### config.mk
export PLATFORM = sky130hd
export DESIGN_NAME = aes_round_pipe_reg
export DESIGN_NICKNAME = d
export VERILOG_FILES = /design/src/rtl/aes_round_pipe_reg.sv
export SDC_FILE = /design/constraint.sdc
export NUM_CORES = 1
export LEC_CHECK = 0
export ABC_CLOCK_PERIOD_IN_PS = 4500
export CAP_MARGIN = 0
export CELL_PAD_IN_SITES_DETAIL_PLACEMENT = 2
export CELL_PAD_IN_SITES_GLOBAL_PLACEMENT = 2
export CORE_ASPECT_RATIO = 1.2
export CORE_MARGIN = 5
export CORE_UTILIZATION = 34
export CTS_BUF_LIST = sky130_fd_sc_hd__clkbuf_4
export CTS_CLUSTER_DIAMETER = 150
export DETAILED_ROUTE_END_ITERATION = 6
export GPL_TIMING_DRIVEN = 1
export PLACE_DENSITY_LB_ADDON = 0.12
export SLEW_MARGIN = 40
export SYNTH_ARGS = -nofsm -noshare
export SYNTH_HDL_FRONTEND = slang
export SYNTH_SLANG_ARGS = --single-unit
### constraint.sdc
create_clock -name clk -period 4.5 [get_ports clk]
set_clock_uncertainty 0.2 [all_clocks]
set_input_delay 0.45 -clock clk [delete_from_list [all_inputs] [get_ports clk]]
set_output_delay 0.45 -clock clk [all_outputs]
set_load 0.05 [all_outputs]
### src/rtl/aes_round_pipe_reg.sv
// Elastic pipeline register for AES round state, round key and round tag.
// DEPTH stages with valid/ready backpressure, synchronous reset, flush and
// registered occupancy. Define AES_ROUND_ZEROIZE_EN to make flush also clear
// every stage's payload registers.
module aes_round_pipe_reg #(
    parameter int unsigned DATA_W = 128,
    parameter int unsigned KEY_W  = 128,
    parameter int unsigned TAG_W  = 4,
    parameter int unsigned DEPTH  = 2
) (
    input  logic                       clk,
    input  logic                       rst,
    input  logic                       flush,
    input  logic                       in_valid,
    output logic                       in_ready,
    input  logic [DATA_W-1:0]          r_in,
    input  logic [KEY_W-1:0]           key_in,
    input  logic [TAG_W-1:0]           tag_in,
    output logic                       out_valid,
    input  logic                       out_ready,
    output logic [DATA_W-1:0]          r_out,
    output logic [KEY_W-1:0]           key_out,
    output logic [TAG_W-1:0]           tag_out,
    output logic [$clog2(DEPTH+1)-1:0] occupancy
);

    localparam int unsigned OccW = $clog2(DEPTH + 1);

    logic [DEPTH-1:0]  v_q, v_d, free;
    logic [DATA_W-1:0] r_q   [DEPTH];
    logic [DATA_W-1:0] r_d   [DEPTH];
    logic [KEY_W-1:0]  key_q [DEPTH];
    logic [KEY_W-1:0]  key_d [DEPTH];
    logic [TAG_W-1:0]  tag_q [DEPTH];
    logic [TAG_W-1:0]  tag_d [DEPTH];
    logic [OccW-1:0]   occ_q, occ_d;

    // Ready chain: a stage is free if empty or its successor can move on.
    always_comb begin
        free = '0;
        free[DEPTH-1] = !v_q[DEPTH-1] || out_ready;
        for (int i = int'(DEPTH) - 2; i >= 0; i--) begin
            free[i] = !v_q[i] || free[i+1];
        end
    end

    assign in_ready = free[0] && !flush && !rst;

    // Next-state: shift into free stages, clear valids on flush, count occupancy.
    always_comb begin
        v_d   = v_q;
        r_d   = r_q;
        key_d = key_q;
        tag_d = tag_q;
        if (flush) begin
            v_d = '0;
`ifdef AES_ROUND_ZEROIZE_EN
            for (int i = 0; i < int'(DEPTH); i++) begin
                r_d[i]   = '0;
                key_d[i] = '0;
                tag_d[i] = '0;
            end
`endif
        end else begin
            if (free[0]) begin
                v_d[0] = in_valid;
                // Payload only loads behind a real beat so bubbles keep stale data quiet.
                if (in_valid) begin
                    r_d[0]   = r_in;
                    key_d[0] = key_in;
                    tag_d[0] = tag_in;
                end
            end
            for (int i = 1; i < int'(DEPTH); i++) begin
                if (free[i]) begin
                    v_d[i] = v_q[i-1];
                    if (v_q[i-1]) begin
                        r_d[i]   = r_q[i-1];
                        key_d[i] = key_q[i-1];
                        tag_d[i] = tag_q[i-1];
                    end
                end
            end
        end
        occ_d = '0;
        for (int i = 0; i < int'(DEPTH); i++) begin
            occ_d = occ_d + OccW'(v_d[i]);
        end
    end

    // Stage registers with synchronous reset.
    always_ff @(posedge clk) begin
        if (rst) begin
            v_q   <= '0;
            occ_q <= '0;
            for (int i = 0; i < int'(DEPTH); i++) begin
                r_q[i]   <= '0;
                key_q[i] <= '0;
                tag_q[i] <= '0;
            end
        end else begin
            v_q   <= v_d;
            occ_q <= occ_d;
            for (int i = 0; i < int'(DEPTH); i++) begin
                r_q[i]   <= r_d[i];
                key_q[i] <= key_d[i];
                tag_q[i] <= tag_d[i];
            end
        end
    end

    assign out_valid = v_q[DEPTH-1];
    assign r_out     = r_q[DEPTH-1];
    assign key_out   = key_q[DEPTH-1];
    assign tag_out   = tag_q[DEPTH-1];
    assign occupancy = occ_q;

endmodule

==> results_dict.tcl <==
set metrics [dict create \
    cts_tree "done" \
    die_area_um2 74400 \
    port-buffer-count 528 \
    post_drt_wl_per_cell_um 23.2 \
    min_period_over_period_pct 78.2 \
    critPathArrivalTime_ns 2.87 \
    fin_ws_ns 0.980 \
    clock_tree.root_cell "clkbuf_4" \
    max_freq_ghz 0.284 \
    syn_to_final_growth_pct 35.4 \
    die_h_um 298 \
    netlist.area_leader.share_pct 44.7 \
    rsz0062_at_grt "false" \
    dr_total_vias 20400 \
    met1Wirelength_um 36600 \
    crit_path_end_kind "output pin" \
    cts-resized-gates 0 \
    core_um2 68400 \
    startpoint_type "register" \
    clkTransAtPathRegs_ns 0.09 \
    rows 105 \
    vdd_drop_max_mv 0.216 \
    dp_hpwl_um 53900 \
    io_pins 529 \
    synthDistinctLibCells 18 \
    drt_first_iter_violations 728 \
    cp_max_fo 21 \
    synth.area.top_cells "dfxtp_1 45%, nand2b_1 14%, mux2i_1 11%" \
    ctsHtreeMaxLevel 4 \
    max-cap-violations 0 \
    drt_pass1_iterations 6 \
    syn_avg_cell_area_um2 9.05 \
    cellLeakagePower_nw 11.2 \
    setup_viol 0 \
    cellPowerDensity_nw_per_um2 329 \
    reg2regPathDepth 4 \
    ys_async_sr_fraction_pct 0 \
    yosysWarnings 0 \
    cpPeakStageDelay_ns 0.76 \
    wl_met2_um 48900 \
    final_layout_size_suffix_gt1_share_pct 8.50 \
    critical_path_class "register to output pin" \
    hold_class "primary input to register" \
    start_util_pct 34.3 \
    finalHoldViolCount 0 \
    syn-num-nets 2858 \
    grt_pass1_vias 23500 \
    finalNetCount 3345 \
    grt_first_pass_wirelength_um 146000 \
    avgViaCountPerCell 4.98 \
    die_x_um 250 \
    cts-buffers-inserted 149 \
    cts_sinks 524 \
    top_layer "met5" \
    cp.required_ns 3.85 \
    netlist_area_um2 23500 \
    grt_max_degree 261 \
    globalplace.congestion 0.755 \
    wl_met3_um 5540 \
    r2r_slack_ns 1.82 \
    ys_seq_area_share_pct 44.7 \
    r2r-start "v_q[1]" \
    yosys.area.top_type "dfxtp_1" \
    power_w 0.0104 \
    regToRegEndpoint "key_out[89]" \
    setup_tns_ns 0 \
    relSlewSlack_pct 38.4 \
    ant_nets 0 \
    ys_top_cells_by_count "524 x dfxtp_1, 523 x nand2b_1, 270 x buf_4, 262 x a21oi_1" \
    place_ws_ns 1.48 \
    antenna_found_initial 17 \
    maxSlewViolCount 0 \
    cts.path.max_buffers 3 \
    period_needed_ns 3.52 \
    yosysMostFrequentCell "dfxtp_1" \
    ys_ff_latch 524 \
    synth_edf_count 0 \
    cts_setup_buffers 0 \
    cp_slowest_cell "clkdlybuf4s50_1" \
    worst_slew_pin_slew_ns 0.924 \
    status "finished, final reports clean" \
    drc_errors 0 \
    yosys_most_used_dff "dfxtp_1" \
    synthCells 2592 \
    wl_um 95000 \
    cts_hold_buf 263 \
    globalRoute.totalOverflow 0 \
    crit_chain "nor2b_4 > a211oi_1 > clkdlybuf4s50_1" \
    grt_use_total_pct 24.7 \
    endpoint "in_ready" \
    worstSkewPairLatency_ns 0.94 \
    critical_path.startpoint "v_q[1]" \
]
cell families (layout without fill, tap and decap cells):
family | count (synthesis) | in the layout | synth area share [%]
simple gates | 792 | 792 | 19.7
flops | 524 | 524 | 44.7
compound gates | 523 | 523 | 11.2
buf+inv | 492 | 1078 | 13.2
mux | 260 | 260 | 11.1
fa+ha+maj | 1 | 1 | 0.0533
other cells | 0 | 12 | 0
state kept, by name (all words and copies together) (netlist names):
register   count
key_q        128
occupancy      2
r_out        128
key_out      128
v_q            2
tag_out        4
tag_q          4
r_q          128
power breakdown:
part,switching [W],internal [W]
clock,0.00220,0.00226
combinational,0.000519,0.000610
sequential,0.0000820,0.00477
placed cells by master (no fill, tap or decap):
cell             Yosys  layout
dfxtp_1            524     524
nor2b_4              1       2
clkinv_2             0       7
mux2i_1            260     260
buf_8                0       1
buf_12               0      13
ha_1                 1       1
clkbuf_4             0     210
a21oi_4              0       1
o21ai_0            260     260
clkinvlp_4           0       2
clkinv_4             0       1
inv_2                0       5
diode_2              0      12
nor2_1               3       3
nand2b_4             0       2
nand3_1            260     260
nand2b_1           523     521
clkdlybuf4s50_1      0     527
a21oi_1            262     261
bufinv_16            0       2
nor2b_1              3       2
buf_16               0       2
buf_6               25       1
nor3_1               2       2
clkinv_1             0      23
a211oi_1             1       1
buf_4              270      21
dlygate4sd3_1        0     263
critical path, delay by kind of cell, from the launching register on:
kind / cells / cell delay (ns)
AND/OR/NAND/NOR: 1 / 0.55
AO/OA/AOI/OAI: 1 / 0.18
flip-flops: 1 / 0.43
buffers and inverters: 1 / 0.76
per-stage QoR:
step	instances	area, um^2	util (%)	hold slack [ns]
detailed placement	3572	27200	39.8	0.259
CTS	4085	31700	46.3	0.00245
finish	4099	31800	46.4	0.137
global placement	3571	27200	39.8	0.248
floorplan	2592	23500	-	0.244
global route	4095	31800	46.4	0.0772
routing by layer:
metal,up-vias,GRT usage (%)
met4,14,10.2
met1,10100,26.7
li1,9496,-
met2,557,44.8
met5,-,0
met3,204,7.54
layout make-up:
| type | count | area [um^2] |
|---|---|---|
| clock buffer | 210 | 1580 |
| sequential | 524 | 10500 |
| timing repair buffer | 828 | 8410 |
| clock inverter | 40 | 224 |
| fill | 7116 | 36700 |
| tap | 909 | 1140 |
| multi-input combinational | 1576 | 9900 |
| antenna | 12 | 30.0 |
worst min path at each step:
| stage | start | to | cells past startpoint |
|---|---|---|---|
| floorplan | key_q[128] | key_out[0] | 2 |
| global placement | r_q[202] | r_out[74] | 2 |
| detailed placement | r_q[169] | r_out[41] | 2 |
| CTS | flush | v_q[1] | 2 |
| global route | flush | v_q[1] | 2 |
| finish | flush | v_q[1] | 2 |
(Power assumes the default switching activity.)
==> patch 1, RTL diff (config.mk and constraints unchanged) <==
The parameter `KEY_W` goes from 128 to 256.
--- a/src/rtl/aes_round_pipe_reg.sv
+++ b/src/rtl/aes_round_pipe_reg.sv
@@ -4,7 +4,7 @@
 // every stage's payload registers.
 module aes_round_pipe_reg #(
     parameter int unsigned DATA_W = 128,
-    parameter int unsigned KEY_W  = 128,
+    parameter int unsigned KEY_W  = 256,
     parameter int unsigned TAG_W  = 4,
     parameter int unsigned DEPTH  = 2
 ) (
Interface: changed (resized key_in and key_out); port bits go from 529 to 785. No check against the original RTL was run, so the function may have changed too.
==> patch 1 against the unedited design <==
Sequential power up 49%. Synthesized cell count up 49%. Power up 52%. Sequential cell count up 256. Cell area up 50%. Clock power up 57%. Wire length up 49%. Global-route usage about the same. Critical path depth up 1. Worst setup slack better by 10 ps. Sequential share of layout area down 0.23 points. Area after synthesis up 49%. Register-to-register slack worse by 160 ps. Highest routed layer unchanged.
==> patch 1: results (changes against the unedited design) <==
- Setup TNS: 0 ps (unchanged)
- Top cells by area, synth: dfxtp_1 45%, nand2b_1 14%, mux2i_1 11% (unchanged)
- Share of post-route cells with drive strength above 1: 0.0849 (was 0.0850)
- CP arrival: 2860 ps (was 2870 ps)
- Final GP Congestion: 0.774 (was 0.755)
- Vias per cell: 4.93 (was 4.98)
- H-tree level count: 4 (unchanged)
- Synth-to-layout area growth: 35.9% (was 35.4%)
- Mux cell area share after synthesis: 0.111 (about the same)
- Min-delay src: rst (was flush)
- 1st-pass router iterations: 5 (was 6)
- Met3 routed WL: 11100 µm (was 5540 µm)
- Grt met3 use: 0.0913 (was 0.0754)
- Hold depth: 3 (was 2)
- Leakage: 16.7 nW (was 11.2 nW)
- Sequential area share after synthesis: 0.446 (was 0.447)
- Post-Synth Adder-Cell Area: 0.000357 (was 0.000533)
- Mean post-synth cell area: 9.08 µm² (was 9.05 µm²)
- Largest net degree at the start of global routing: 231 (was 261)
- Unique masters post-synth: 21 (was 18)
- Cts bufs inserted: 214 (was 149)
- Worst VDD drop: 0.000210 V (was 0.000216 V)
- Critical Path Fanout Max: 8 (was 21)
- Final Routed Wirelength: 142000 µm (was 95000 µm)
- Commonest cells post-synth: 780 x dfxtp_1, 779 x nand2b_1, 397 x buf_4, 389 x a21oi_1 (was 524 x dfxtp_1, 523 x nand2b_1, 270 x buf_4, 262 x a21oi_1)
- Slew @ Worst Pin: 892 ps (was 924 ps)
- Total setup buffers inserted after CTS: 0 (unchanged)
- GR Util met1: 0.269 (was 0.267)
- Post-synthesis compound-gate area fraction: 0.111 (was 0.112)
- Clock slew at reported path FFs: 60 ps (was 90 ps)
- Outcome: complete, no violations (unchanged)
- Reg2Reg Capture Point: key_out[196] (was key_out[89])
- CP peak stage delay: 910 ps (was 760 ps)
- Gr usage total: 0.247 (about the same)
- Syn nets: 4252 (was 2858)
- Met1 WL: 54600 µm (was 36600 µm)
- Worst-Skew Late Latency: 1150 ps (was 940 ps)
- FILL cells: 10900 (was 7116)
- DP HPWL: 83800 µm (was 53900 µm)
- Number of global-route vias before repair: 33900 (was 23500)
- Worst hold margin: 183 ps (was 137 ps)
- Met2 Wirelength: 68700 µm (was 48900 µm)
- CTS Hold Bufs: 397 (was 263)
- Detailed-route wire length per cell: 23.0 µm (was 23.2 µm)
- Register-to-Register Path Depth: 5 (was 4)
- Nets: 4973 (was 3345)
- Met2 Track Usage GR: 0.422 (was 0.448)
- Dpl cell area: 40600 µm² (was 27200 µm²)
- Initial antenna violation count: 44 (was 17)
- DR iter-0 viols: 1252 (was 728)
- # port buffers: 784 (was 528)
- Clock buffer depth: 3 (unchanged)
- CP startpoint: flush (was v_q[1])
- Flop-to-flop setup slack: 1660 ps (was 1820 ps)
- Crit path time final: 3510 ps (was 3520 ps)
- Pre-CTS WS: 1270 ps (was 1480 ps)
- Placed insts: 5337 (was 3572)
- Global-route wire length before repair: 211000 µm (was 146000 µm)
- Worst Hold End: r_out[21] (was v_q[1])
-- patch 1: cell count changes after synthesis, moves of 127 or more --
cell	before	now
dfxtp_1	524	780
a21oi_1	262	389
nand2b_1	523	779
nand3_1	260	388
buf_4	270	397
mux2i_1	260	388
-- patch 1: kinds of logic after synthesis --
family | Yosys count
simple gates | 1176
flops | 780
compound gates | 779
buf+inv | 734
mux | 388
fa+ha+maj | 1
-- patch 1: final cells by class --
type	instances	share of cell area
Sequential cell	780	0.328
Multi-Input combinational cell	2344	0.309
Timing Repair Buffer	1239	0.265
Clock buffer	322	0.0508
Tap cell	1375	0.0361
Clock inverter	49	0.00915
Antenna cell	40	0.00210
-- patch 1: where the power goes --
| group | internal (mW) | leakage [nW] | total (mW) | switching [mW] |
|---|---|---|---|---|
| registers | 7.11 | 6.33 | 7.23 | 0.122 |
| logic | 0.915 | 8.73 | 1.68 | 0.766 |
| clock network | 3.74 | 1.68 | 6.98 | 3.23 |
| total | 11.8 | 16.7 | 15.9 | 4.12 |
==> patch 2, RTL diff (same flow settings) <==
Made on the original files. Add an input register stage for `key_in`, cleared by the reset; this delays it by one clock. The other inputs are not delayed to match.
--- a/src/rtl/aes_round_pipe_reg.sv
+++ b/src/rtl/aes_round_pipe_reg.sv
@@ -25,6 +25,16 @@
 );
 
     localparam int unsigned OccW = $clog2(DEPTH + 1);
+
+    logic [KEY_W-1:0] key_r;
+
+    always_ff @(posedge clk) begin
+        if (rst) begin
+            key_r <= '0;
+        end else begin
+            key_r <= key_in;
+        end
+    end
 
     logic [DEPTH-1:0]  v_q, v_d, free;
     logic [DATA_W-1:0] r_q   [DEPTH];
@@ -67,7 +77,7 @@
                 // Payload only loads behind a real beat so bubbles keep stale data quiet.
                 if (in_valid) begin
                     r_d[0]   = r_in;
-                    key_d[0] = key_in;
+                    key_d[0] = key_r;
                     tag_d[0] = tag_in;
                 end
             end
Behaviour: not the same (a bounded check fails within 4 cycles, from zero or initial values and one cycle with rst high).
==> patch 2 against the unedited design <==
Largest power group unchanged. Area after synthesis up 15%. Worst setup slack worse by 270 ps. Sequential cell count up 128. Maximum frequency down 7.1%. Cell area up 13%. Wire length up 1.6%. Power up 21%. Non-clock buffer count down 1. Critical endpoint unchanged.
==> patch 2: results (changes against the unedited design) <==
- Placed insts: 3952 (was 3572)
- Top cells by area, synth: dfxtp_1 48%, nand2b_1 12%, mux2i_1 9.7% (was dfxtp_1 45%, nand2b_1 14%, mux2i_1 11%)
- Syn Inst Count: 2862 (was 2592)
- DR iter-0 viols: 869 (was 728)
- Detailed-route wire length per cell: 21.3 µm (was 23.2 µm)
- Critical Path Fanout Max: 35 (was 21)
- Primary FF master, synth: dfxtp_1 (unchanged)
- Cts bufs inserted: 177 (was 149)
- Vias per cell: 4.88 (was 4.98)
- Min-delay src: key_r[126] (was flush)
- Number of global-route vias before repair: 25100 (was 23500)
- Worst VDD drop: 0.000229 V (was 0.000216 V)
- H-tree level count: 4 (unchanged)
- Leakage: 12.7 nW (was 11.2 nW)
- Final GP Congestion: 0.760 (was 0.755)
- Syn nets: 3128 (was 2858)
- Global-route wire length before repair: 149000 µm (was 146000 µm)
- Clock slew at reported path FFs: 60 ps (was 90 ps)
- DP HPWL: 56100 µm (was 53900 µm)
- Synth Warn #: 0 (unchanged)
- CP arrival: 3140 ps (was 2870 ps)
- Fin cells: 4529 (was 4099)
- 1st-pass router iterations: 5 (was 6)
- Nets: 3628 (was 3345)
- Outcome: complete, no violations (unchanged)
- Hold Crit Class: reg -> reg (was in -> reg)
- Rel. slew slack: 0.406 (was 0.384)
- Slowest-stage cell, CP: clkdlybuf4s50_1 (unchanged)
- Commonest cells post-synth: 652 x dfxtp_1, 523 x nand2b_1, 272 x buf_4, 261 x a21oi_1 (was 524 x dfxtp_1, 523 x nand2b_1, 270 x buf_4, 262 x a21oi_1)
- CP peak stage delay: 730 ps (was 760 ps)
- RR Startpoint: v_q[1] (unchanged)
- Initial antenna violation count: 12 (was 17)
- Unique masters post-synth: 20 (was 18)
- Total setup buffers inserted after CTS: 0 (unchanged)
- Worst-Skew Late Latency: 1020 ps (was 940 ps)
- Sequential area share after synthesis: 0.485 (was 0.447)
- Largest net degree at the start of global routing: 218 (was 261)
- Share of post-route cells with drive strength above 1: 0.0910 (was 0.0850)
- Gr usage total: 0.221 (was 0.247)
- CP startpoint: out_ready (was v_q[1])
-- patch 2: worst max-delay path, delay by kind of cell --
family | cells | cell delay, ps
compound gates | 1 | 140
simple gates | 1 | 320
buf+inv | 4 | 2230
-- patch 2: cell type report --
type / instances / area, µm²
Antenna cell: 11 / 27.5
Sequential cell: 652 / 13100
Fill cell: 8278 / 43100
Clock buffer: 263 / 1970
Multi-Input combinational cell: 1704 / 10700
Clock inverter: 37 / 298
Tap cell: 1035 / 1290
Timing Repair Buffer: 827 / 8440
-- patch 2: worst paths after layout --
path                     end  slack [ps]  depth (start not counted)
setup / recovery    in_ready         710                          6
hold / removal    key_q[254]         230                          2
setup reg to reg      v_q[0]        2020                          5
hold reg to reg   key_q[254]         230                          2
-- patch 2: cells by family after synthesis --
group	share of synthesized area
flip-flops	0.485
AO/OA/AOI/OAI	0.0974
AND/OR/NAND/NOR	0.202
buffers and inverters	0.119
adder cells (fa/ha/maj)	0.000465
multiplexers	0.0966
-- patch 2: layer usage --
metal  routed length [µm]  track usage  up-vias
met5                   21            0        -
met3                 4550       0.0522      194
met1                38400        0.250    11000
met4                 3890       0.0943        4
li1                     -            -    10300
met2                49600        0.394      559
-- patch 2: metrics by stage --
stage          setup slack, ps  utilization  hold WS [ps]  power [mW]  area [µm²]
2_1_floorplan             1650            -           237        6.67       26900
3_3_place_gp              1290        0.390           241        7.04       30800
3_5_place_dp              1340        0.390           251        7.07       30800
4_1_cts                    605        0.453          38.8        12.9       35700
5_1_grt                    485        0.453           142        13.3       35800
6_report                   709        0.454           232        12.7       35800
-- patch 2: timing repair --
action | in CTS | in global routing
endpoints found under the hold margin | 526 | 0
setup endpoints to repair | 0 | 0
hold buffers | 265 | 0
resized for setup | 0 | 0
-- patch 2: power breakdown --
group          total, mW  leakage (nW)  internal, mW  switching [mW]
sequential          6.03          5.31          5.94          0.0830
combinational       1.13          6.00         0.622           0.508
clock               5.49          1.34          2.94            2.56
